<file path="src/rtl/cell_plotter.sv">
// rtl/cell_plotter.sv - rasterises one reversi board cell into single-pixel plot commands
// Grid lines, cursor ring, optional disc and green background, emitted in raster order.
module cell_plotter #(
    parameter int CELL_SIZE = 14,
    parameter int X_ORIGIN  = 24,
    parameter int Y_ORIGIN  = 4,
    parameter int INSET     = 3
) (
    input  logic       clock,
    input  logic       reset,
    input  logic       req,
    output logic       ready,
    input  logic [2:0] row,
    input  logic [2:0] col,
    input  logic [1:0] piece,
    input  logic       highlight,
    output logic [7:0] x,
    output logic [6:0] y,
    output logic [2:0] colour,
    output logic       plot,
    output logic       done
);

    localparam int CW = $clog2(CELL_SIZE);
    localparam logic [CW-1:0] LAST = CW'(CELL_SIZE - 1);
    localparam logic [CW-1:0] D_LO = CW'(INSET);
    localparam logic [CW-1:0] D_HI = CW'(CELL_SIZE - 1 - INSET);
    localparam logic [CW-1:0] ONE  = CW'(1);

    typedef enum logic [1:0] {S_IDLE, S_DRAW, S_DONE} state_t;

    state_t        state_q, state_d;
    logic [CW-1:0] lx_q, lx_d, ly_q, ly_d;
    logic [2:0]    row_q, row_d, col_q, col_d;
    logic [1:0]    piece_q, piece_d;
    logic          hl_q, hl_d;
    logic [7:0]    x_q, x_d;
    logic [6:0]    y_q, y_d;
    logic [2:0]    colour_q, colour_d;
    logic          plot_q, plot_d, done_q, done_d, ready_q, ready_d;

    // The pixel being registered this edge: (0,0) of the incoming request while idle,
    // otherwise the raster successor of the pixel currently on the outputs.
    logic          idle, last_px, in_disc, ring;
    logic [CW-1:0] px_lx, px_ly;
    logic [2:0]    px_row, px_col;
    logic [1:0]    px_piece;
    logic          px_hl;
    logic [7:0]    pix_x;
    logic [6:0]    pix_y;
    logic [2:0]    pix_colour;

    assign idle     = (state_q == S_IDLE);
    assign last_px  = (lx_q == LAST) && (ly_q == LAST);
    assign px_lx    = idle ? '0 : ((lx_q == LAST) ? '0 : lx_q + ONE);
    assign px_ly    = idle ? '0 : ((lx_q == LAST) ? ly_q + ONE : ly_q);
    assign px_row   = idle ? row : row_q;
    assign px_col   = idle ? col : col_q;
    assign px_piece = idle ? piece : piece_q;
    assign px_hl    = idle ? highlight : hl_q;

    assign pix_x = 8'(X_ORIGIN) + 8'(px_col) * 8'(CELL_SIZE) + 8'(px_lx);
    assign pix_y = 7'(Y_ORIGIN) + 7'(px_row) * 7'(CELL_SIZE) + 7'(px_ly);

    assign ring    = (px_lx == ONE) || (px_ly == ONE) || (px_lx == LAST) || (px_ly == LAST);
    assign in_disc = (px_lx >= D_LO) && (px_lx <= D_HI) && (px_ly >= D_LO) && (px_ly <= D_HI)
                     && !(((px_lx == D_LO) || (px_lx == D_HI)) && ((px_ly == D_LO) || (px_ly == D_HI)));

    always_comb begin
        pix_colour = 3'b010;
        if (px_lx == '0 || px_ly == '0) begin
            pix_colour = 3'b000;
        end else if (px_hl && ring) begin
            pix_colour = 3'b100;
        end else if (in_disc && px_piece == 2'b01) begin
            pix_colour = 3'b000;
        end else if (in_disc && px_piece == 2'b10) begin
            pix_colour = 3'b111;
        end
    end

    always_comb begin
        state_d  = state_q;
        lx_d     = lx_q;
        ly_d     = ly_q;
        row_d    = row_q;
        col_d    = col_q;
        piece_d  = piece_q;
        hl_d     = hl_q;
        x_d      = x_q;
        y_d      = y_q;
        colour_d = colour_q;
        plot_d   = 1'b0;
        done_d   = 1'b0;
        ready_d  = 1'b0;
        case (state_q)
            S_IDLE: begin
                ready_d = 1'b1;
                if (req) begin
                    state_d  = S_DRAW;
                    ready_d  = 1'b0;
                    row_d    = row;
                    col_d    = col;
                    piece_d  = piece;
                    hl_d     = highlight;
                    lx_d     = '0;
                    ly_d     = '0;
                    x_d      = pix_x;
                    y_d      = pix_y;
                    colour_d = pix_colour;
                    plot_d   = 1'b1;
                end
            end
            S_DRAW: begin
                if (last_px) begin
                    state_d = S_DONE;
                    done_d  = 1'b1;
                end else begin
                    lx_d     = px_lx;
                    ly_d     = px_ly;
                    x_d      = pix_x;
                    y_d      = pix_y;
                    colour_d = pix_colour;
                    plot_d   = 1'b1;
                end
            end
            S_DONE: begin
                state_d = S_IDLE;
                ready_d = 1'b1;
            end
            default: begin
                state_d = S_IDLE;
                ready_d = 1'b1;
            end
        endcase
    end

    always_ff @(posedge clock or posedge reset) begin
        if (reset) begin
            state_q  <= S_IDLE;
            lx_q     <= '0;
            ly_q     <= '0;
            row_q    <= '0;
            col_q    <= '0;
            piece_q  <= '0;
            hl_q     <= 1'b0;
            x_q      <= '0;
            y_q      <= '0;
            colour_q <= '0;
            plot_q   <= 1'b0;
            done_q   <= 1'b0;
            ready_q  <= 1'b1;
        end else begin
            state_q  <= state_d;
            lx_q     <= lx_d;
            ly_q     <= ly_d;
            row_q    <= row_d;
            col_q    <= col_d;
            piece_q  <= piece_d;
            hl_q     <= hl_d;
            x_q      <= x_d;
            y_q      <= y_d;
            colour_q <= colour_d;
            plot_q   <= plot_d;
            done_q   <= done_d;
            ready_q  <= ready_d;
        end
    end

    assign x      = x_q;
    assign y      = y_q;
    assign colour = colour_q;
    assign plot   = plot_q;
    assign done   = done_q;
    assign ready  = ready_q;

endmodule

</file>
<file path="config.mk">
export PLATFORM = sky130hd
export DESIGN_NAME = cell_plotter
export DESIGN_NICKNAME = d
export VERILOG_FILES = /design/src/rtl/cell_plotter.sv
export SDC_FILE = /design/constraint.sdc
export NUM_CORES = 1
export LEC_CHECK = 0
export ABC_AREA = 1
export BUFFER_PORTS_ARGS = -buffer_cell sky130_fd_sc_hd__buf_2
export CAP_MARGIN = 0
export CORE_ASPECT_RATIO = 0.75
export CORE_MARGIN = 2
export CORE_UTILIZATION = 53
export DETAILED_ROUTE_END_ITERATION = 8
export GPL_TIMING_DRIVEN = 0
export PLACE_DENSITY = 0.8
export SETUP_SLACK_MARGIN = 0.1
export SYNTH_ARGS = -nofsm -noshare
export SYNTH_HDL_FRONTEND = slang
export SYNTH_SLANG_ARGS = --single-unit
</file>
<file path="constraint.sdc">
create_clock -name clock -period 3.5 [get_ports clock]
set_clock_uncertainty 0.15 [all_clocks]
set_input_delay 0.35 -clock clock [delete_from_list [all_inputs] [get_ports clock]]
set_output_delay 0.35 -clock clock [all_outputs]
set_load 0.03 [all_outputs]
</file>
==> results_tabular.tex, run 1 <==
\begin{tabular}{lr}
\hline
Metric & Value \\
\hline
\multicolumn{2}{l}{\textbf{Outcome}} \\
\quad Status & complete, no violations \\
\multicolumn{2}{l}{\textbf{Yosys}} \\
\quad Number of enable-type register cells in the synthesized netlist & 0 \\
\quad Cell with the most instances after synthesis & nand2\_1 \\
\quad Sequential cell area fraction in the yosys report & 0.353 \\
\quad Synth top area cells & dfrtp\_1, ha\_1, nand2\_1 \\
\quad Fraction of synthesized cell area taken by the top area cell type & 0.344 \\
\quad Cells after synthesis & 352 \\
\quad Number of different library cells in the post-synthesis netlist & 33 \\
\quad Fraction of synthesis flops using an asynchronous set or reset pin & 1.00 \\
\quad Most common library cells after synthesis & nand2\_1, inv\_1, dfrtp\_1 \\
\quad \#FFs+latches synth & 40 \\
\quad Synthesized cell area & 2840 µm² \\
\quad Post-synthesis area per instance & 8.06 µm² \\
\quad Top flip-flop cell by instance count after synthesis & dfrtp\_1 \\
\quad Largest area contributor in the netlist & dfrtp\_1 \\
\quad Post-Synthesis Net Count & 399 \\
\quad Count of yosys warnings during synthesis & 0 \\
\multicolumn{2}{l}{\textbf{CTS}} \\
\quad Clock tree from TritonCTS & yes \\
\quad Clock transition at the registers of the reported paths & 0.08 ns \\
\quad Total number of clock tree sinks & 40 \\
\quad Clock Latency Late Sink & 0.30 ns \\
\quad H-tree depth & 2 \\
\quad Cell at the root of the clock tree & clkbuf\_8 \\
\quad Deepest clock path buffer count & 2 \\
\quad Inserted Clock Buffers & 5 \\
\multicolumn{2}{l}{\textbf{Critical path}} \\
\quad Worst reg2reg endpoint & x[7] \\
\quad Register-to-Register Setup Slack & 0.22 ns \\
\quad Maximum fanout along the worst path & 10 \\
\quad Worst reg2reg path depth & 16 \\
\quad Worst path slowest cell & fa\_2 \\
\quad Crit path buf inv count & 5 \\
\quad Crit-path cells & inv\_2 > nand2\_4 > inv\_6 > buf\_12 > nand2\_1 > o21ai\_4 > fa\_1 > ha\_1 > inv\_2 > fa\_2 > ha\_4 > a21oi\_1 > and2\_4 > inv\_1 > a21oi\_2 > a21oi\_1 \\
\quad Crit path required time & 3.54 ns \\
\quad Worst setup path category & register to register \\
\quad Signal arrival time at the worst endpoint & 3.32 ns \\
\quad Startpoint class of the critical path & register \\
\quad Critical path endpoint category & register \\
\quad Family with the most delay on the worst path & adder cells \\
\quad RR Startpoint & state\_q[0] \\
\quad Longest individual stage delay on the worst path & 0.47 ns \\
\multicolumn{2}{l}{\textbf{Pwr}} \\
\quad PD cells & 246 nW/µm² \\
\quad Worst-case vdd ir drop & 0.167 mV \\
\quad Static leakage & 0.00174 µW \\
\multicolumn{2}{l}{\textbf{Global routing}} \\
\quad Total grt overflow & 0 \\
\quad Global-route usage over all layers & 0.227 \\
\quad Global-route wire length before repair & 10300 µm \\
\quad Via count of the first global-routing pass & 2271 \\
\quad Initial antenna violation count & 0 \\
\quad Pin count of the biggest net entering global routing & 41 \\
\multicolumn{2}{l}{\textbf{Routing}} \\
\quad Post-route DRC violation count & 0 \\
\quad Vias & 2488 \\
\quad Wire length per cell & 13.8 µm \\
\quad Detailed Routing Iterations Pass 1 & 4 \\
\quad Post-DR vias/cell & 5.27 \\
\quad Violation count after the first detailed-route iteration & 130 \\
\quad Sum of routed wire length over all layers & 6540 µm \\
\quad Residual antenna-violating net count after detailed routing & 0 \\
\multicolumn{2}{l}{\textbf{Floorplanning}} \\
\quad Area of the placeable core & 5270 µm² \\
\quad Num rows & 23 \\
\quad I/O pin total & 33 \\
\quad Chip Width & 88.5 µm \\
\quad Starting density of the core & 0.539 \\
\quad Die ar. & 5960 µm² \\
\quad Die Y-Extent & 67.4 µm \\
\multicolumn{2}{l}{\textbf{Place}} \\
\quad HPWL after detailed placement & 4630 µm \\
\quad Port Buffer Count & 32 \\
\quad Routability-driven placement congestion ratio & 0.876 \\
\quad Number of cells in the design after placement & 459 \\
\quad Place WS & -0.259 ns \\
\multicolumn{2}{l}{\textbf{Timing}} \\
\quad Tightest hold margin & 0.0737 ns \\
\quad Setup violation total in the final timing report & 0 \\
\quad Min setup slack post-route & 0.220 ns \\
\quad Setup repair after global routing missed its margin & true \\
\quad Worst slew margin & 0.420 \\
\quad Pins over their slew limit & 0 \\
\quad Total count of hold-check failures in the final report & 0 \\
\quad Actual slew at the worst max-slew pin & 0.869 ns \\
\quad Final min period & 3.28 ns \\
\quad Highest clock frequency the design can meet & 305 MHz \\
\quad Ratio of final minimum period to clock period & 0.937 \\
\multicolumn{2}{l}{\textbf{Finish}} \\
\quad Number of nets at the end of the flow & 444 \\
\quad Fraction of layout cells with a size suffix above 1 & 0.257 \\
\quad Layout Area Growth over Synthesis & 18.4\% \\
\quad Diode count & 0 \\
\quad Post-Layout Cell Count & 472 \\
\multicolumn{2}{l}{\textbf{Worst hold path}} \\
\quad Hold/Removal Path Class & input port to asynchronous set/reset pin \\
\multicolumn{2}{l}{\textbf{Job}} \\
\quad Max capacitance violation total & 0 \\
\hline
\end{tabular}
flip-flops by register name, summed over array words and instances (netlist names):
| name | count |
|---|---|
| colour | 3 |
| col_q | 3 |
| done | 1 |
| lx_q | 4 |
| y | 7 |
| piece_q | 2 |
| row_q | 3 |
| ready | 1 |
| ly_q | 4 |
| state_q | 2 |
| hl_q | 1 |
| x | 8 |
| plot | 1 |
repair_timing:
item	CTS	global route
setup buffers	2	4
endpoints found under the setup margin	6	6
hold buffers	0	0
endpoints found under the hold margin	0	0
gates resized for setup	16	19
pin swaps	0	4
report_power, final:
part | total (µW) | internal [µW] | switching (µW)
clock | 346 | 176 | 170
sequential | 462 | 462 | 0
combinational | 18.4 | 4.83 | 13.6
cell usage in the layout (no fill, tap or decap), types with 2 or more instances in the layout:
cell | netlist | final
ha_4 | 0 | 3
nand4_1 | 6 | 6
inv_1 | 45 | 42
fa_1 | 8 | 5
clkbuf_1 | 3 | 2
buf_4 | 3 | 9
o21ai_1 | 7 | 11
nand2_1 | 82 | 80
fa_2 | 0 | 3
o21ai_4 | 0 | 3
o21ai_0 | 25 | 16
a21oi_2 | 0 | 2
xnor2_1 | 5 | 5
ha_1 | 27 | 24
inv_2 | 8 | 10
xor2_1 | 4 | 4
nand3_1 | 18 | 18
a21oi_1 | 13 | 11
nor2_4 | 3 | 3
o21ai_2 | 0 | 2
clkbuf_8 | 0 | 7
dfrtp_1 | 39 | 39
nand2_2 | 9 | 10
o22ai_1 | 5 | 5
nand3_2 | 3 | 3
nor2_2 | 4 | 4
nor2_1 | 23 | 23
buf_2 | 1 | 33
worst max path at each step:
stage,slack (ns),from,cells after the start,to
after global placement,-0.16,state_q[1],15,x[7]
after detailed placement,-0.26,state_q[1],15,x[7]
final,0.22,state_q[0],16,x[7]
after global routing,0.06,state_q[1],16,x[6]
after floorplan,0.13,state_q[0],16,x[7]
after CTS,0.10,state_q[1],17,y[6]
per-stage QoR:
stage / total power (µW) / cell area (µm²) / utilization / setup TNS (ns)
6_report: 826 / 3360 / 0.638 / 0
4_1_cts: 827 / 3260 / 0.619 / 0
5_1_grt: 849 / 3360 / 0.638 / 0
2_1_floorplan: 479 / 2840 / - / 0
3_3_place_gp: 489 / 3090 / 0.587 / -0.409
3_5_place_dp: 489 / 3090 / 0.587 / -0.780
worst register-to-register path, stage by stage (launching register included):
cell and delay (ns):
dfrtp_1 0.39, inv_2 0.08, nand2_4 0.08, inv_6 0.09, buf_12 0.14, nand2_1 0.10, o21ai_4 0.10, fa_1 0.45
ha_1 0.20, inv_2 0.08, fa_2 0.47, ha_4 0.28, a21oi_1 0.16, and2_4 0.17, inv_1 0.05, a21oi_2 0.12
a21oi_1 0.07
per-layer routing:
metal | track usage | wire length, µm
met5 | 0 | 0
met4 | 0.0720 | 85
met3 | 0.0416 | 389
met2 | 0.364 | 3070
met1 | 0.316 | 2990
kinds of logic after synthesis:
family	after synthesis	share of synthesized area
DFF	40	0.353
and+or+nand+nor	154	0.259
buffers and inverters	62	0.0891
adders and majority gates	35	0.175
xor gates and xnor gates	9	0.0278
AOI/OAI and AO/OA	52	0.0957
final cells by class:
class / instances / area (µm²)
Clock buffer: 7 / 96.3
Buffer: 9 / 70.1
Multi-Input combinational cell: 250 / 1690
Timing Repair Buffer: 38 / 205
Fill cell: 455 / 1910
Tap cell: 75 / 93.8
Sequential cell: 40 / 1000
Inverter: 53 / 204
(Power assumes the default switching activity.)
==> run 2: changes to the inputs <==
- clock period: 3.5 -> 3 ns (I/O delays scaled with it)
==> run 2 against run 1 <==
  * The run now ends with setup timing left
  * Fmax is 1.1% higher
  * Power is 29% higher
  * Final cell count is 3.4% higher
  * Routed wire length is 10% higher
  * Highest routed layer unchanged
  * Hold slack worse by 0.067 ns
  * Clock-buffer cell count stayed put
==> results_tabular.tex, run 2 (synthesis gave the netlist of run 1 again) <==
\begin{tabular}{lr}
\hline
Metric & Value \\
\hline
\multicolumn{2}{l}{\textbf{Outcome}} \\
\quad Status & complete, but fails checks \\
\quad Violated checks & setup timing \\
\multicolumn{2}{l}{\textbf{Timing}} \\
\quad Setup TNS & -1.28 ns \\
\quad Ratio of final minimum period to clock period & 1.08 \\
\quad Pins over their slew limit & 0 \\
\quad Actual slew at the worst max-slew pin & 0.848 ns \\
\quad Highest clock frequency the design can meet & 308 MHz \\
\quad Setup repair after global routing missed its margin & true \\
\quad Total count of hold-check failures in the final report & 0 \\
\quad Min setup slack post-route & -0.244 ns \\
\quad Worst slew margin & 0.434 \\
\quad Setup violation total in the final timing report & 8 \\
\quad Final min period & 3.24 ns \\
\multicolumn{2}{l}{\textbf{Routing}} \\
\quad Vias & 2561 \\
\quad Residual antenna-violating net count after detailed routing & 0 \\
\quad Sum of routed wire length over all layers & 7210 µm \\
\quad Violation count after the first detailed-route iteration & 142 \\
\quad Post-DR vias/cell & 5.25 \\
\quad Post-route DRC violation count & 0 \\
\quad Detailed Routing Iterations Pass 1 & 4 \\
\quad Wire length per cell & 14.8 µm \\
\multicolumn{2}{l}{\textbf{CTS}} \\
\quad Total number of clock tree sinks & 40 \\
\quad Deepest clock path buffer count & 2 \\
\quad Clock tree from TritonCTS & yes \\
\quad Clock transition at the registers of the reported paths & 0.08 ns \\
\quad H-tree depth & 2 \\
\quad Post-CTS Hold Buffers & 0 \\
\quad Clock Latency Late Sink & 0.31 ns \\
\quad Inserted Clock Buffers & 5 \\
\quad Cell at the root of the clock tree & clkbuf\_8 \\
\multicolumn{2}{l}{\textbf{Global routing}} \\
\quad Pin count of the biggest net entering global routing & 41 \\
\quad Initial antenna violation count & 0 \\
\quad Total grt overflow & 0 \\
\quad Via count of the first global-routing pass & 2400 \\
\quad Global-route wire length before repair & 10900 µm \\
\quad Global-route usage over all layers & 0.241 \\
\multicolumn{2}{l}{\textbf{Floorplanning}} \\
\quad Chip Width & 88.5 µm \\
\quad Num rows & 23 \\
\quad Die ar. & 5960 µm² \\
\quad Area of the placeable core & 5270 µm² \\
\quad Starting density of the core & 0.539 \\
\quad Die Y-Extent & 67.4 µm \\
\quad I/O pin total & 33 \\
\multicolumn{2}{l}{\textbf{Pwr}} \\
\quad PD cells & 294 nW/µm² \\
\quad Worst-case vdd ir drop & 0.285 mV \\
\quad Static leakage & 0.00185 µW \\
\quad Final Power & 1060 µW \\
\multicolumn{2}{l}{\textbf{Critical path}} \\
\quad Startpoint class of the critical path & register \\
\quad Maximum fanout along the worst path & 6 \\
\quad Crit path required time & 3.05 ns \\
\quad Signal arrival time at the worst endpoint & 3.29 ns \\
\quad Critical path endpoint category & register \\
\quad Worst setup path category & register to register \\
\multicolumn{2}{l}{\textbf{Finish}} \\
\quad Fraction of layout cells with a size suffix above 1 & 0.327 \\
\quad Layout Area Growth over Synthesis & 27.2\% \\
\quad Most used cells in the layout excluding fill and tap cells & nand2\_1, dfrtp\_1, inv\_1 \\
\quad Diode count & 0 \\
\quad Post-layout instance area & 3610 µm² \\
\quad Commonest non-fill, non-tap cell in the layout & nand2\_1 \\
\quad Number of nets at the end of the flow & 459 \\
\quad Flip-flop count of the largest register after layout & 8 \\
\multicolumn{2}{l}{\textbf{Place}} \\
\quad Routability-driven placement congestion ratio & 0.874 \\
\quad HPWL after detailed placement & 4580 µm \\
\quad Port Buffer Count & 32 \\
\quad Placed Instance Area & 3180 µm² \\
\multicolumn{2}{l}{\textbf{Worst hold path}} \\
\quad Hold/Removal Path Class & input port to asynchronous set/reset pin \\
\multicolumn{2}{l}{\textbf{Job}} \\
\quad Max capacitance violation total & 0 \\
\hline
\end{tabular}
## run 2: cell count changes in the layout (fill, tap and decap cells not counted), moves of 2 or more
cell	delta
inv_1	-6
ha_1	-3
buf_4	+13
nand2_1	-2
a21oi_2	+2
ha_4	+3
a21oi_1	-2
inv_2	+5
nand2_4	+2
o21ai_0	-3
## run 2: path summary, 6_finish.rpt
check,cells past startpoint,slack [ns],endpoint,from
max,16,-0.24,x[7],state_q[1]
min,2,0.007,x[5],reset
max reg2reg,16,-0.24,x[7],state_q[1]
min reg2reg,1,0.30,ready,state_q[0]
max in group asynchronous,2,2.16,lx_q[0],reset
min in group clock,2,0.01,ready,req
## run 2: report_power, final
part	internal [µW]	switching (µW)
logic	5.76	16.6
clock network	294	207
registers	539	0
## run 2: what timing repair did
item,CTS,global route
pin swaps,18,25
endpoints found under the setup margin,9,9
resized for setup,17,19
gates cloned,1,0
buffers inserted,12,8
## run 2: per-layer routing
metal  vias to the layer above  wire [µm]  track usage
met5                         -          0            0
met4                         0        155       0.0966
met3                        17        408       0.0452
met2                        76       3530        0.397
met1                      1224       3110        0.314
li1                       1244          -            -
## run 2: worst max-delay path, cell delays in order (launching register included)
cell and delay [ns]:
dfrtp_1 0.38, inv_2 0.06, nand2_4 0.08, inv_8 0.05, buf_4 0.13, o21ai_4 0.16, inv_2 0.07, fa_1 0.56
ha_4 0.15, inv_2 0.04, fa_2 0.56, ha_4 0.23, a21oi_2 0.13, and2_4 0.16, inv_2 0.03, a21oi_2 0.12
a21oi_1 0.08
## run 2: through the flow
step                      instances  setup slack (ns)  utilization  hold WS, ns
after global routing            488            -0.380        0.685     -0.00283
after floorplan                 352           -0.0576            -        0.213
final                           488            -0.244        0.685      0.00684
after CTS                       480            -0.154        0.658      0.00867
after detailed placement        459            -0.272        0.603        0.298
after global placement          459            -0.227        0.603        0.285
## run 2: area by class of cell
cell class | count | area [µm²]
repair buffers | 53 | 328
clock buffers | 7 | 96.3
inverters | 53 | 209
multi-input cells | 250 | 1770
fillers | 403 | 1660
plain buffers | 9 | 75.1
flip-flops and latches | 40 | 1000
well taps | 75 | 93.8
clock inverters | 1 | 30.0
==> run 3: changes to the inputs <==
- CAP_MARGIN: 0 -> 20
- CORE_UTILIZATION: 53 -> 45
- PLACE_DENSITY: 0.8 -> 0.71
==> run 3 against run 2 <==
  * Critical path type unchanged
  * Via count fell by 2.1%
  * Largest power group unchanged
  * Critical endpoint unchanged
  * The flow still finishes with violations (setup timing)
  * Hold slack improved by 0.022 ns
  * Clock power fell by 26%
  * Clock-buffer cell count rose by 1
==> results_tabular.tex, run 3 (synthesis gave the netlist of run 1 again) <==
\begin{tabular}{lr}
\hline
Metric & Value \\
\hline
\multicolumn{2}{l}{\textbf{Finish}} \\
\quad Flip-flop count of the largest register after layout & 8 \\
\quad Most used cells in the layout excluding fill and tap cells & nand2\_1, dfrtp\_1, inv\_1 \\
\quad Post-Layout Cell Count & 502 \\
\quad Post-layout instance area & 3710 µm² \\
\quad Layout Area Growth over Synthesis & 30.6\% \\
\quad Fraction of the core area covered by cells at the end of the flow & 0.599 \\
\quad Number of nets at the end of the flow & 467 \\
\quad Fraction of layout cells with a size suffix above 1 & 0.354 \\
\quad Diode count & 0 \\
\quad Commonest non-fill, non-tap cell in the layout & nand2\_1 \\
\multicolumn{2}{l}{\textbf{CTS}} \\
\quad Deepest clock path buffer count & 2 \\
\quad Inserted Clock Buffers & 5 \\
\quad H-tree depth & 2 \\
\quad Cell at the root of the clock tree & clkbuf\_8 \\
\quad Clock transition at the registers of the reported paths & 0.08 ns \\
\quad Clock Latency Late Sink & 0.29 ns \\
\quad Post-CTS Hold Buffers & 0 \\
\quad Clock tree from TritonCTS & yes \\
\quad Total number of clock tree sinks & 40 \\
\multicolumn{2}{l}{\textbf{Pwr}} \\
\quad Comb power frac & 0.023 \\
\quad Relative contribution of the clock network to total power & 0.400 \\
\quad Static leakage & 0.00188 µW \\
\quad Sequential Power Share & 0.577 \\
\quad Pint & 732 µW \\
\quad Net switching fraction of the power & 0.216 \\
\quad Switching power of the nets & 201 µW \\
\quad PD cells & 252 nW/µm² \\
\quad Worst-case vdd ir drop & 0.169 mV \\
\multicolumn{2}{l}{\textbf{Timing}} \\
\quad Min setup slack post-route & -0.254 ns \\
\quad Setup repair after global routing missed its margin & true \\
\quad Worst slew margin & 0.427 \\
\quad Final min period & 3.25 ns \\
\quad Pins over their slew limit & 0 \\
\quad Total count of hold-check failures in the final report & 0 \\
\quad Setup violation total in the final timing report & 7 \\
\quad Actual slew at the worst max-slew pin & 0.859 ns \\
\quad Setup TNS & -1.18 ns \\
\quad Highest clock frequency the design can meet & 307 MHz \\
\quad Ratio of final minimum period to clock period & 1.08 \\
\multicolumn{2}{l}{\textbf{Global routing}} \\
\quad Global-route wire length before repair & 10700 µm \\
\quad Initial antenna violation count & 0 \\
\quad Pin count of the biggest net entering global routing & 41 \\
\quad Total grt overflow & 0 \\
\quad Via count of the first global-routing pass & 2414 \\
\quad Global-route usage over all layers & 0.199 \\
\multicolumn{2}{l}{\textbf{Critical path}} \\
\quad Crit path buf inv count & 5 \\
\quad Crit-path cells & inv\_2 > nand2\_4 > inv\_8 > clkbuf\_16 > nand2\_4 > o21ai\_4 > fa\_1 > ha\_4 > inv\_2 > fa\_2 > ha\_4 > a21oi\_2 > and2\_4 > inv\_2 > a21oi\_4 > a21oi\_2 \\
\quad Worst path slowest cell & fa\_1 \\
\quad Startpoint class of the critical path & register \\
\quad Most used cell, CP & inv\_2 \\
\quad Maximum fanout along the worst path & 5 \\
\quad Critical path endpoint category & register \\
\quad Worst setup path category & register to register \\
\quad Longest individual stage delay on the worst path & 0.58 ns \\
\quad Signal arrival time at the worst endpoint & 3.29 ns \\
\quad Family with the most delay on the worst path & adder cells \\
\quad Crit path required time & 3.03 ns \\
\multicolumn{2}{l}{\textbf{Routing}} \\
\quad Sum of routed wire length over all layers & 6880 µm \\
\quad Post-DR vias/cell & 4.99 \\
\quad Detailed Routing Iterations Pass 1 & 4 \\
\quad Vias & 2506 \\
\quad Post-route DRC violation count & 0 \\
\quad Wire length per cell & 13.7 µm \\
\quad Residual antenna-violating net count after detailed routing & 0 \\
\quad Violation count after the first detailed-route iteration & 149 \\
\multicolumn{2}{l}{\textbf{Place}} \\
\quad Port Buffer Count & 32 \\
\quad HPWL after detailed placement & 4780 µm \\
\quad Placed Instance Area & 3180 µm² \\
\quad Routability-driven placement congestion ratio & 0.859 \\
\quad Number of cells in the design after placement & 465 \\
\multicolumn{2}{l}{\textbf{Floorplanning}} \\
\quad Area of the placeable core & 6190 µm² \\
\quad I/O pin total & 33 \\
\quad Die ar. & 6960 µm² \\
\quad Chip Width & 95.7 µm \\
\quad Die Y-Extent & 72.8 µm \\
\quad Starting density of the core & 0.458 \\
\quad Num rows & 25 \\
\multicolumn{2}{l}{\textbf{Outcome}} \\
\quad Violated checks & setup timing \\
\quad Status & complete, but fails checks \\
\multicolumn{2}{l}{\textbf{Worst hold path}} \\
\quad Hold/Removal Path Class & input port to asynchronous set/reset pin \\
\multicolumn{2}{l}{\textbf{Job}} \\
\quad Max capacitance violation total & 0 \\
\hline
\end{tabular}
==> run 3: power groups by stage <==
stage	combinational [µW]	sequential, µW	clock [µW]
6_report	21.7	539	373
5_1_grt	25.1	539	416
4_1_cts	22.5	539	386
3_5_place_dp	21.7	549	0
3_3_place_gp	21.2	549	0
2_1_floorplan	9.61	549	0
==> run 3: per-stage QoR <==
step / power [µW] / hold WS, ns / setup WS (ns)
2_1_floorplan: 559 / 0.213 / -0.0576
5_1_grt: 979 / 0.0336 / -0.318
4_1_cts: 947 / 0.0426 / -0.179
6_report: 934 / 0.0291 / -0.254
3_5_place_dp: 571 / 0.307 / -0.361
3_3_place_gp: 571 / 0.300 / -0.264
==> run 3: repair_timing <==
item | in CTS | in global routing
cloned | 2 | 0
pin swaps | 16 | 19
setup endpoints to repair | 9 | 9
setup buffers | 12 | 15
resized for setup | 23 | 25
==> run 3: path summary, 6_finish.rpt <==
check                           slack (ns)  startpoint         to  cells past startpoint
min in group clock                    0.04         req      ready                      2
worst min-delay path                  0.03       reset       x[5]                      2
worst max register to register       -0.25  state_q[1]       x[7]                     16
worst max-delay path                 -0.25  state_q[1]       x[7]                     16
max in group asynchronous             2.13       reset  colour[2]                      2
worst min register to register        0.33        x[0]       x[0]                      2
==> run 3: cell type report <==
cell class,instances,area (µm²)
Fill cell,530,2490
Multi-Input combinational cell,250,1840
Sequential cell,40,1000
Timing Repair Buffer,60,388
Inverter,53,209
Tap cell,81,101
Clock buffer,8,90.1
Buffer,9,75.1
Timing Repair inverter,1,6.26
==> run 3: metal layers <==
layer | routed length (µm) | GRT usage
met2 | 3270 | 0.315
met1 | 3250 | 0.270
met3 | 239 | 0.0486
met4 | 110 | 0.0683
met5 | 0 | 0
